<file path="src/rtl/ipsmacge_delay_line_if.sv">
// ipsmacge delay line handshake bundle.
// Carries stream data, delay control and status between the core and its users.
interface ipsmacge_delay_line_if #(
  parameter int W  = 8,
  parameter int DW = 5
);
  logic          ce;
  logic          flush;
  logic [DW-1:0] cfg_dly;
  logic          ivld;
  logic [W-1:0]  idat;
  logic          ovld;
  logic [W-1:0]  odat;
  logic          rdy;
  logic          cfg_err;

  modport master (
    output ce, flush, cfg_dly, ivld, idat,
    input  ovld, odat, rdy, cfg_err
  );

  modport slave (
    input  ce, flush, cfg_dly, ivld, idat,
    output ovld, odat, rdy, cfg_err
  );
endinterface

</file>
<file path="src/rtl/ipsmacge_delay_line.sv">
// ipsmacge runtime-programmable delay line.
// 0..MAXD clock-enabled stages with on-the-fly delay change and settle gating.
module ipsmacge_delay_line #(
  parameter int W       = 8,
  parameter int MAXD    = 16,
  parameter int DW      = 5,
  parameter int RST_DLY = 3
) (
  input  logic clk,
  input  logic rst_,
  ipsmacge_delay_line_if.slave bus
);

  typedef enum logic {RUN, SETTLE} state_t;

  logic [MAXD:1] s_vld;
  logic [W-1:0]  s_dat [1:MAXD];
  logic [DW-1:0] cur_dly;
  logic [DW-1:0] cnt;
  state_t        state;
  logic          rdy_q;
  logic          err_q;
  logic          cfg_ok;
  logic          chg;
  logic          sel_vld;
  logic [W-1:0]  sel_dat;

  assign cfg_ok = bus.cfg_dly <= DW'(MAXD);
  assign chg    = cfg_ok && (bus.cfg_dly != cur_dly);

  always_ff @(posedge clk or negedge rst_) begin
    if (!rst_) begin
      s_vld <= '0;
      for (int i = 1; i <= MAXD; i++) s_dat[i] <= '0;
    end else if (bus.flush) begin
      s_vld <= '0;
      for (int i = 1; i <= MAXD; i++) s_dat[i] <= '0;
    end else if (bus.ce) begin
      for (int i = MAXD; i >= 2; i--) begin
        s_vld[i] <= s_vld[i-1];
        s_dat[i] <= s_dat[i-1];
      end
      s_vld[1] <= bus.ivld;
      s_dat[1] <= bus.ivld ? bus.idat : '0;
    end
  end

  // A change restarts the settle count so stale words never reach odat.
  always_ff @(posedge clk or negedge rst_) begin
    if (!rst_) begin
      state   <= RUN;
      cur_dly <= DW'(RST_DLY);
      cnt     <= '0;
      rdy_q   <= 1'b1;
      err_q   <= 1'b0;
    end else begin
      err_q <= !cfg_ok;
      if (chg) begin
        cur_dly <= bus.cfg_dly;
        if (bus.flush || bus.cfg_dly == '0) begin
          state <= RUN;
          rdy_q <= 1'b1;
          cnt   <= '0;
        end else begin
          state <= SETTLE;
          rdy_q <= 1'b0;
          cnt   <= bus.cfg_dly;
        end
      end else if (bus.flush) begin
        state <= RUN;
        rdy_q <= 1'b1;
        cnt   <= '0;
      end else if (state == SETTLE && bus.ce) begin
        cnt <= cnt - 1'b1;
        if (cnt == DW'(1)) begin
          state <= RUN;
          rdy_q <= 1'b1;
        end
      end
    end
  end

  always_comb begin
    sel_vld = 1'b0;
    sel_dat = '0;
    if (cur_dly == '0) begin
      sel_vld = bus.ivld & ~bus.flush;
      sel_dat = sel_vld ? bus.idat : '0;
    end else begin
      for (int i = 1; i <= MAXD; i++) begin
        if (cur_dly == DW'(i)) begin
          sel_vld = s_vld[i];
          sel_dat = s_dat[i];
        end
      end
    end
  end

  assign bus.ovld    = (state == RUN) & sel_vld;
  assign bus.odat    = (state == RUN) ? sel_dat : '0;
  assign bus.rdy     = rdy_q;
  assign bus.cfg_err = err_q;

endmodule

</file>
<file path="src/flat_wrapper.sv">
// flat-port wrapper written by rule: the top's interface ports become plain ports
module ipsmacge_delay_line_flat 
#(
  parameter int W       = 8,
  parameter int MAXD    = 16,
  parameter int DW      = 5,
  parameter int RST_DLY = 3
)
  (clk, rst_, bus_ce, bus_flush, bus_cfg_dly, bus_ivld, bus_idat, bus_ovld, bus_odat, bus_rdy, bus_cfg_err);
  ipsmacge_delay_line_if #(.W(W), .DW(DW)) bus_i ();
  input  logic clk;
  input  logic rst_;
  input wire logic [$bits(bus_i.ce)-1:0] bus_ce;
  input wire logic [$bits(bus_i.flush)-1:0] bus_flush;
  input wire logic [$bits(bus_i.cfg_dly)-1:0] bus_cfg_dly;
  input wire logic [$bits(bus_i.ivld)-1:0] bus_ivld;
  input wire logic [$bits(bus_i.idat)-1:0] bus_idat;
  output wire logic [$bits(bus_i.ovld)-1:0] bus_ovld;
  output wire logic [$bits(bus_i.odat)-1:0] bus_odat;
  output wire logic [$bits(bus_i.rdy)-1:0] bus_rdy;
  output wire logic [$bits(bus_i.cfg_err)-1:0] bus_cfg_err;
  assign bus_i.ce = bus_ce;
  assign bus_i.flush = bus_flush;
  assign bus_i.cfg_dly = bus_cfg_dly;
  assign bus_i.ivld = bus_ivld;
  assign bus_i.idat = bus_idat;
  assign bus_ovld = bus_i.ovld;
  assign bus_odat = bus_i.odat;
  assign bus_rdy = bus_i.rdy;
  assign bus_cfg_err = bus_i.cfg_err;
  ipsmacge_delay_line #(.W(W), .MAXD(MAXD), .DW(DW), .RST_DLY(RST_DLY)) u_core (.clk(clk), .rst_(rst_), .bus(bus_i));
endmodule
</file>
<file path="config.mk">
export PLATFORM = sky130hd
export DESIGN_NAME = ipsmacge_delay_line_flat
export DESIGN_NICKNAME = d
export VERILOG_FILES = /design/src/rtl/ipsmacge_delay_line_if.sv /design/src/rtl/ipsmacge_delay_line.sv /design/src/flat_wrapper.sv
export SDC_FILE = /design/constraint.sdc
export NUM_CORES = 1
export LEC_CHECK = 0
export ABC_CLOCK_PERIOD_IN_PS = 2500
export BUFFER_PORTS_ARGS = -buffer_cell sky130_fd_sc_hd__buf_2
export CELL_PAD_IN_SITES_DETAIL_PLACEMENT = 1
export CELL_PAD_IN_SITES_GLOBAL_PLACEMENT = 2
export CORE_UTILIZATION = 37
export CTS_CLUSTER_SIZE = 28
export DETAILED_ROUTE_END_ITERATION = 10
export PLACE_DENSITY = 0.82
export SLEW_MARGIN = 20
export SYNTH_ARGS = -nofsm -noshare
export SYNTH_HDL_FRONTEND = slang
export SYNTH_SLANG_ARGS = --single-unit
</file>
<file path="constraint.sdc">
create_clock -name clk -period 2.5 [get_ports clk]
set_clock_uncertainty 0.05 [all_clocks]
set_input_delay 0.625 -clock clk [delete_from_list [all_inputs] [get_ports clk]]
set_output_delay 0.625 -clock clk [all_outputs]
set_load 0.1 [all_outputs]
</file>
* Yosys cells after proc, flatten, opt, wreduce, memory -nomap -nowiden
Index checks and enable logic that the tools add are counted. Widths: inputs -> output; s select.
Operators by class: multipliers 0, bitwise gates (word level) 4, equality and inequality tests 18, reduce and logical (&&, ||, !) cells 10, multiplexer cells 55, div/mod/pow operators 0, shifts and indexed selects 0, $add $sub $neg 1, order comparisons 1
Operator list (number):
- $mux 128 | 2
- $mux 8 | 20
- $eq 5x4->1 const B | 8
- $mux 16 | 2
- $mux 1 | 27
- $eq 5x3->1 const B | 4
- $mux 5 | 4
- $eq 5x1->1 const B | 2
- $eq 5x2->1 const B | 2
- $logic_not 5->1 | 2
- $reduce_bool 3->1 | 2
- $eq 5x5->1 const B | 1
- $le 5x5->1 const B | 1
- $ne 5x5->1 | 1
- $sub 5x1->5 const B | 1
- $and 1x1->1 | 2
- $logic_and 1x1->1 | 2
- $not 1->1 | 2
- $reduce_and 2->1 | 1
- $reduce_bool 2->1 | 1
- $logic_not 1->1 | 1
- $logic_or 1x1->1 | 1
Storage, ports and cells: memories 0, bits in read-only memories 0, bits of input ports 18, register bits after elaboration 157, output and inout port bits 11, RAM bits 0, logic and storage cells 111, latch bits 0

* Depth between registers and ports, before layout
word-level depth 19, mapped depth 9, gate-level depth less buffers 5

* Worst setup path before layout
OpenSTA, ideal clock, no wires.
path kind input port to output port, start point in bus_flush, end point out bus_odat[1], cell stages on the path 6, slack -1955 ps, arrival 3780 ps, required time 1825 ps, path buffers 2, cells stage by stage clkbuf_1 nor2b_1 clkbuf_1 a21oi_1 or3_1 a211oi_1
On the way: longest elaborated chain between the ends 5
RTL lines:
- start: declaration | line flat_wrapper.sv:14 | input wire logic [$bits(bus_i.flush)-1:0] bus_flush;
- $not 1->1 | line ipsmacge_delay_line.sv:87 | sel_vld = bus.ivld & ~bus.flush;
- $and 1x1->1 | line ipsmacge_delay_line.sv:87
- $mux 8 | line ipsmacge_delay_line.sv:88 | sel_dat = sel_vld ? bus.idat : '0;
- $mux 8 | line ipsmacge_delay_line.sv:86 | if (cur_dly == '0) begin
- $mux 8 | line ipsmacge_delay_line.sv:100 | assign bus.odat = (state == RUN) ? sel_dat : '0;
- end: declaration | line flat_wrapper.sv:19 | output wire logic [$bits(bus_i.odat)-1:0] bus_odat;
Every way passes these cells.

* Worst setup path after layout
start point reg u_core.cur_dly[0], end point out bus_odat[7]
On the way: longest elaborated chain between the ends 19, elaborated cells on any way between the ends 35, classes of those cells 16 x eq/ne; 18 x mux; 1 x reduce/logical
RTL lines:
- start: declaration | line ipsmacge_delay_line.sv:18 | logic [DW-1:0] cur_dly;
- start signal: assignment | line ipsmacge_delay_line.sv:52 | cur_dly <= DW'(RST_DLY);
- start signal: assignment | line ipsmacge_delay_line.sv:59 | cur_dly <= bus.cfg_dly;
- $eq 5x1->1 | line ipsmacge_delay_line.sv:91 | if (cur_dly == DW'(i)) begin
- $mux 8 (16 in a row) | line ipsmacge_delay_line.sv:91
- $mux 8 * | line ipsmacge_delay_line.sv:86
- $mux 8 * | line ipsmacge_delay_line.sv:100
Mark *: on every way between the ends. The rest lies on a longest branch, timed or not.

==> flow_summary.toml <==
[die]
die_h_um = 151
io_pins = 29
rows = 54
start_util_pct = 37.8
core_um2 = 21800
die_x_um = 151
die_area_um2 = 22900

[sta]
worstMarginPinSlew_ns = 0.831
drv_slew = 0
rsz0062_at_grt = "true"
fin_ws_ns = -0.772
setup_viol = 9
holdWs_ns = 0.0679
max_freq_mhz = 306
hold_viol = 0
max_slew_margin_pct = 44.6
fin_crit_ns = 3.27
finalCritPeriodShare_pct = 131

[clock_tree]
cts_sinks = 157
numCtsBuffers = 17
cts_hold_buf = 0
insertion_delay_ns = 0.44
clockBufferDepth = 2
htreeDepth = 4
cts_root_buf = "clkbuf_16"
cts.clk_slew.worst_paths_ns = 0.07
cts_tree = "yes"

[setup_path]
worstPathArrival_ns = 2.60
crit_fanout = 12
r2r_end = "u_core.state"
ff2ff_setup_slack_ns = 0.19
criticalPathCategory = "flip-flop to output pin"
r2r-start = "u_core.cur_dly[0]"
cp_data_required_time_ns = 1.82
reg2regPathDepth = 7
startpoint_type = "flip-flop"
crit_path_end_kind = "output pin"
crit_start = "u_core.cur_dly[0]"

[yosys]
ys_types = 65
syn_avg_cell_area_um2 = 10.3
synth_seq_area_share_pct = 47.7
yosys_warnings = 0
syn_nets = 818
syn_area_um2 = 8250
synthCells = 798
ys_seq_elements = 157
async_reset_ff_share_pct = 100
synth-edff-count = 0
ys.flop_type = "dfrtp_1"

[run_status]
violations = "negative setup slack"
status = "finished, violations left"

[routing]
ant_nets = 0
num_vias = 6584
finalWirelength_um = 25700
via_per_inst = 5.49
first_pass_iters = 6
remaining_drc_errors = 0
drt_iter0_drc = 347
wl_per_cell_um = 21.4

[min_path]
hold_path_class = "primary input to async pin"

[pwr]
vdd_drop_max_uv = 397
power_density_nw_per_um2 = 640
power_leakage_nw = 5.04

[grt]
antenna_found_initial = 0
grt_pass1_vias = 6895
globalRoute.totalOverflow = 0
grt_max_degree = 80
gr-usage-all-layers_pct = 23.1
grt_pass1_wl_um = 39400

[final_layout]
drive_gt1_share_pct = 29.3
fin_nets = 927
antenna_cells = 0
synthToLayoutAreaGrowth_pct = 27.8
fin_util_pct = 48.3

[place]
gp_congestion = 0.892
port_buffers = 28
dpl.hpwl_um = 17300
dp_slack_ns = -0.311

[run]
cap_violations = 0
[synthesized netlist by cell type (7+ instances only)]
cell | n | share of area [%]
a21oi_1 | 29 | 1.8
buf_1 | 7 | 0.32
a211oi_1 | 7 | 0.64
mux2i_1 | 149 | 18
dfrtp_1 | 154 | 47
nand3_1 | 18 | 1.1
o22ai_1 | 15 | 1.1
mux2_2 | 21 | 2.9
buf_2 | 20 | 1.2
nor3_1 | 9 | 0.55
nand2_1 | 19 | 0.86
nand2b_1 | 18 | 1.4
inv_1 | 10 | 0.45
clkbuf_1 | 23 | 1.0
nor2_1 | 161 | 7.3
o21ai_0 | 16 | 0.97
buf_4 | 7 | 0.64
[state kept, by name, summed over array words and instances, names as in the netlist]
| signal | count |
|---|---|
| u_core.s_dat | 128 |
| u_core.s_vld | 16 |
| u_core.cnt | 5 |
| u_core.cur_dly | 5 |
| u_core.bus.cfg_err | 1 |
| u_core.bus.rdy | 1 |
| u_core.state | 1 |
[worst max-delay path by stage]
stage                              to  slack, ns  depth (start not counted)
after floorplan              bus_ovld      -0.72                          7
after global placement       bus_ovld      -0.30                          8
after detailed placement     bus_ovld      -0.31                          8
after CTS                    bus_ovld      -0.72                          8
after global routing      bus_odat[7]      -0.80                          8
final                     bus_odat[7]      -0.77                          8
[cells by family (layout without fill, tap and decap cells)]
group           Yosys count  count (layout)  share of synthesized area, %
compound gates          122             122                          10.6
xor+xnor                  9               9                         0.955
buf+inv                  73             195                          4.49
flops                   157             157                          47.7
fa+ha+maj                 2               2                         0.303
simple gates            264             264                          14.8
mux                     171             171                          21.2
[cell type report]
type	count	area [um2]
Multi-Input combinational cell	568	4280
Fill cell	2377	11300
Clock inverter	12	138
Inverter	10	37.5
Clock buffer	20	437
Sequential cell	157	3930
Timing Repair Buffer	153	1370
Tap cell	280	350
[power by group]
| part | internal [mW] | leakage (nW) | switching [mW] |
|---|---|---|---|
| Combinational | 0.631 | 2.60 | 0.887 |
| Sequential | 2.57 | 2.17 | 0.0385 |
| Clock | 1.48 | 0.275 | 1.14 |
| Total | 4.69 | 5.04 | 2.06 |
[layer usage]
metal,vias up,routed length (um),global-route usage [%]
li1,3048,-,-
met1,3369,11400,30.1
met2,123,12600,37.2
met3,44,766,3.67
met4,0,882,11.3
met5,-,0,0
[layout by cell type, fill, tap and decap left out, types with 7 or more instances in the layout]
master / synthesis / layout
o22ai_1: 15 / 10
a211oi_2: 4 / 7
buf_2: 20 / 16
nand3_1: 18 / 15
nor3_1: 9 / 8
nand2_1: 19 / 18
o21ai_0: 16 / 11
buf_4: 7 / 110
nor2_1: 161 / 158
mux2i_1: 149 / 147
inv_1: 10 / 10
mux2_2: 21 / 17
buf_12: 0 / 17
nand2b_1: 18 / 17
buf_6: 6 / 7
a21oi_1: 29 / 26
clkbuf_16: 0 / 17
dfrtp_1: 154 / 154
[per-stage QoR]
step	power (mW)	cells	setup TNS [ns]	instance area, um2
2_1_floorplan	3.48	798	-2.83	8420
3_3_place_gp	4.03	1152	-2.38	9590
3_5_place_dp	4.04	1152	-2.55	9590
4_1_cts	6.74	1198	-6.16	10400
5_1_grt	6.97	1200	-6.94	10500
6_report	6.75	1200	-6.54	10500
[critical path: stages, from the launching register on]
cell and delay, ns:
dfstp_2 0.55, buf_4 0.21, buf_6 0.18, or3b_2 0.22
o21ai_0 0.14, a221o_1 0.38, o32ai_2 0.17, a21oi_4 0.10
buf_12 0.18
[timing repair]
item | in CTS | in global routing
setup buffers | 15 | 4
pin swaps | 13 | 15
gates resized for setup | 38 | 23
endpoints found under the setup margin | 9 | 9
Note: power is estimated with default switching activity, not from simulation.
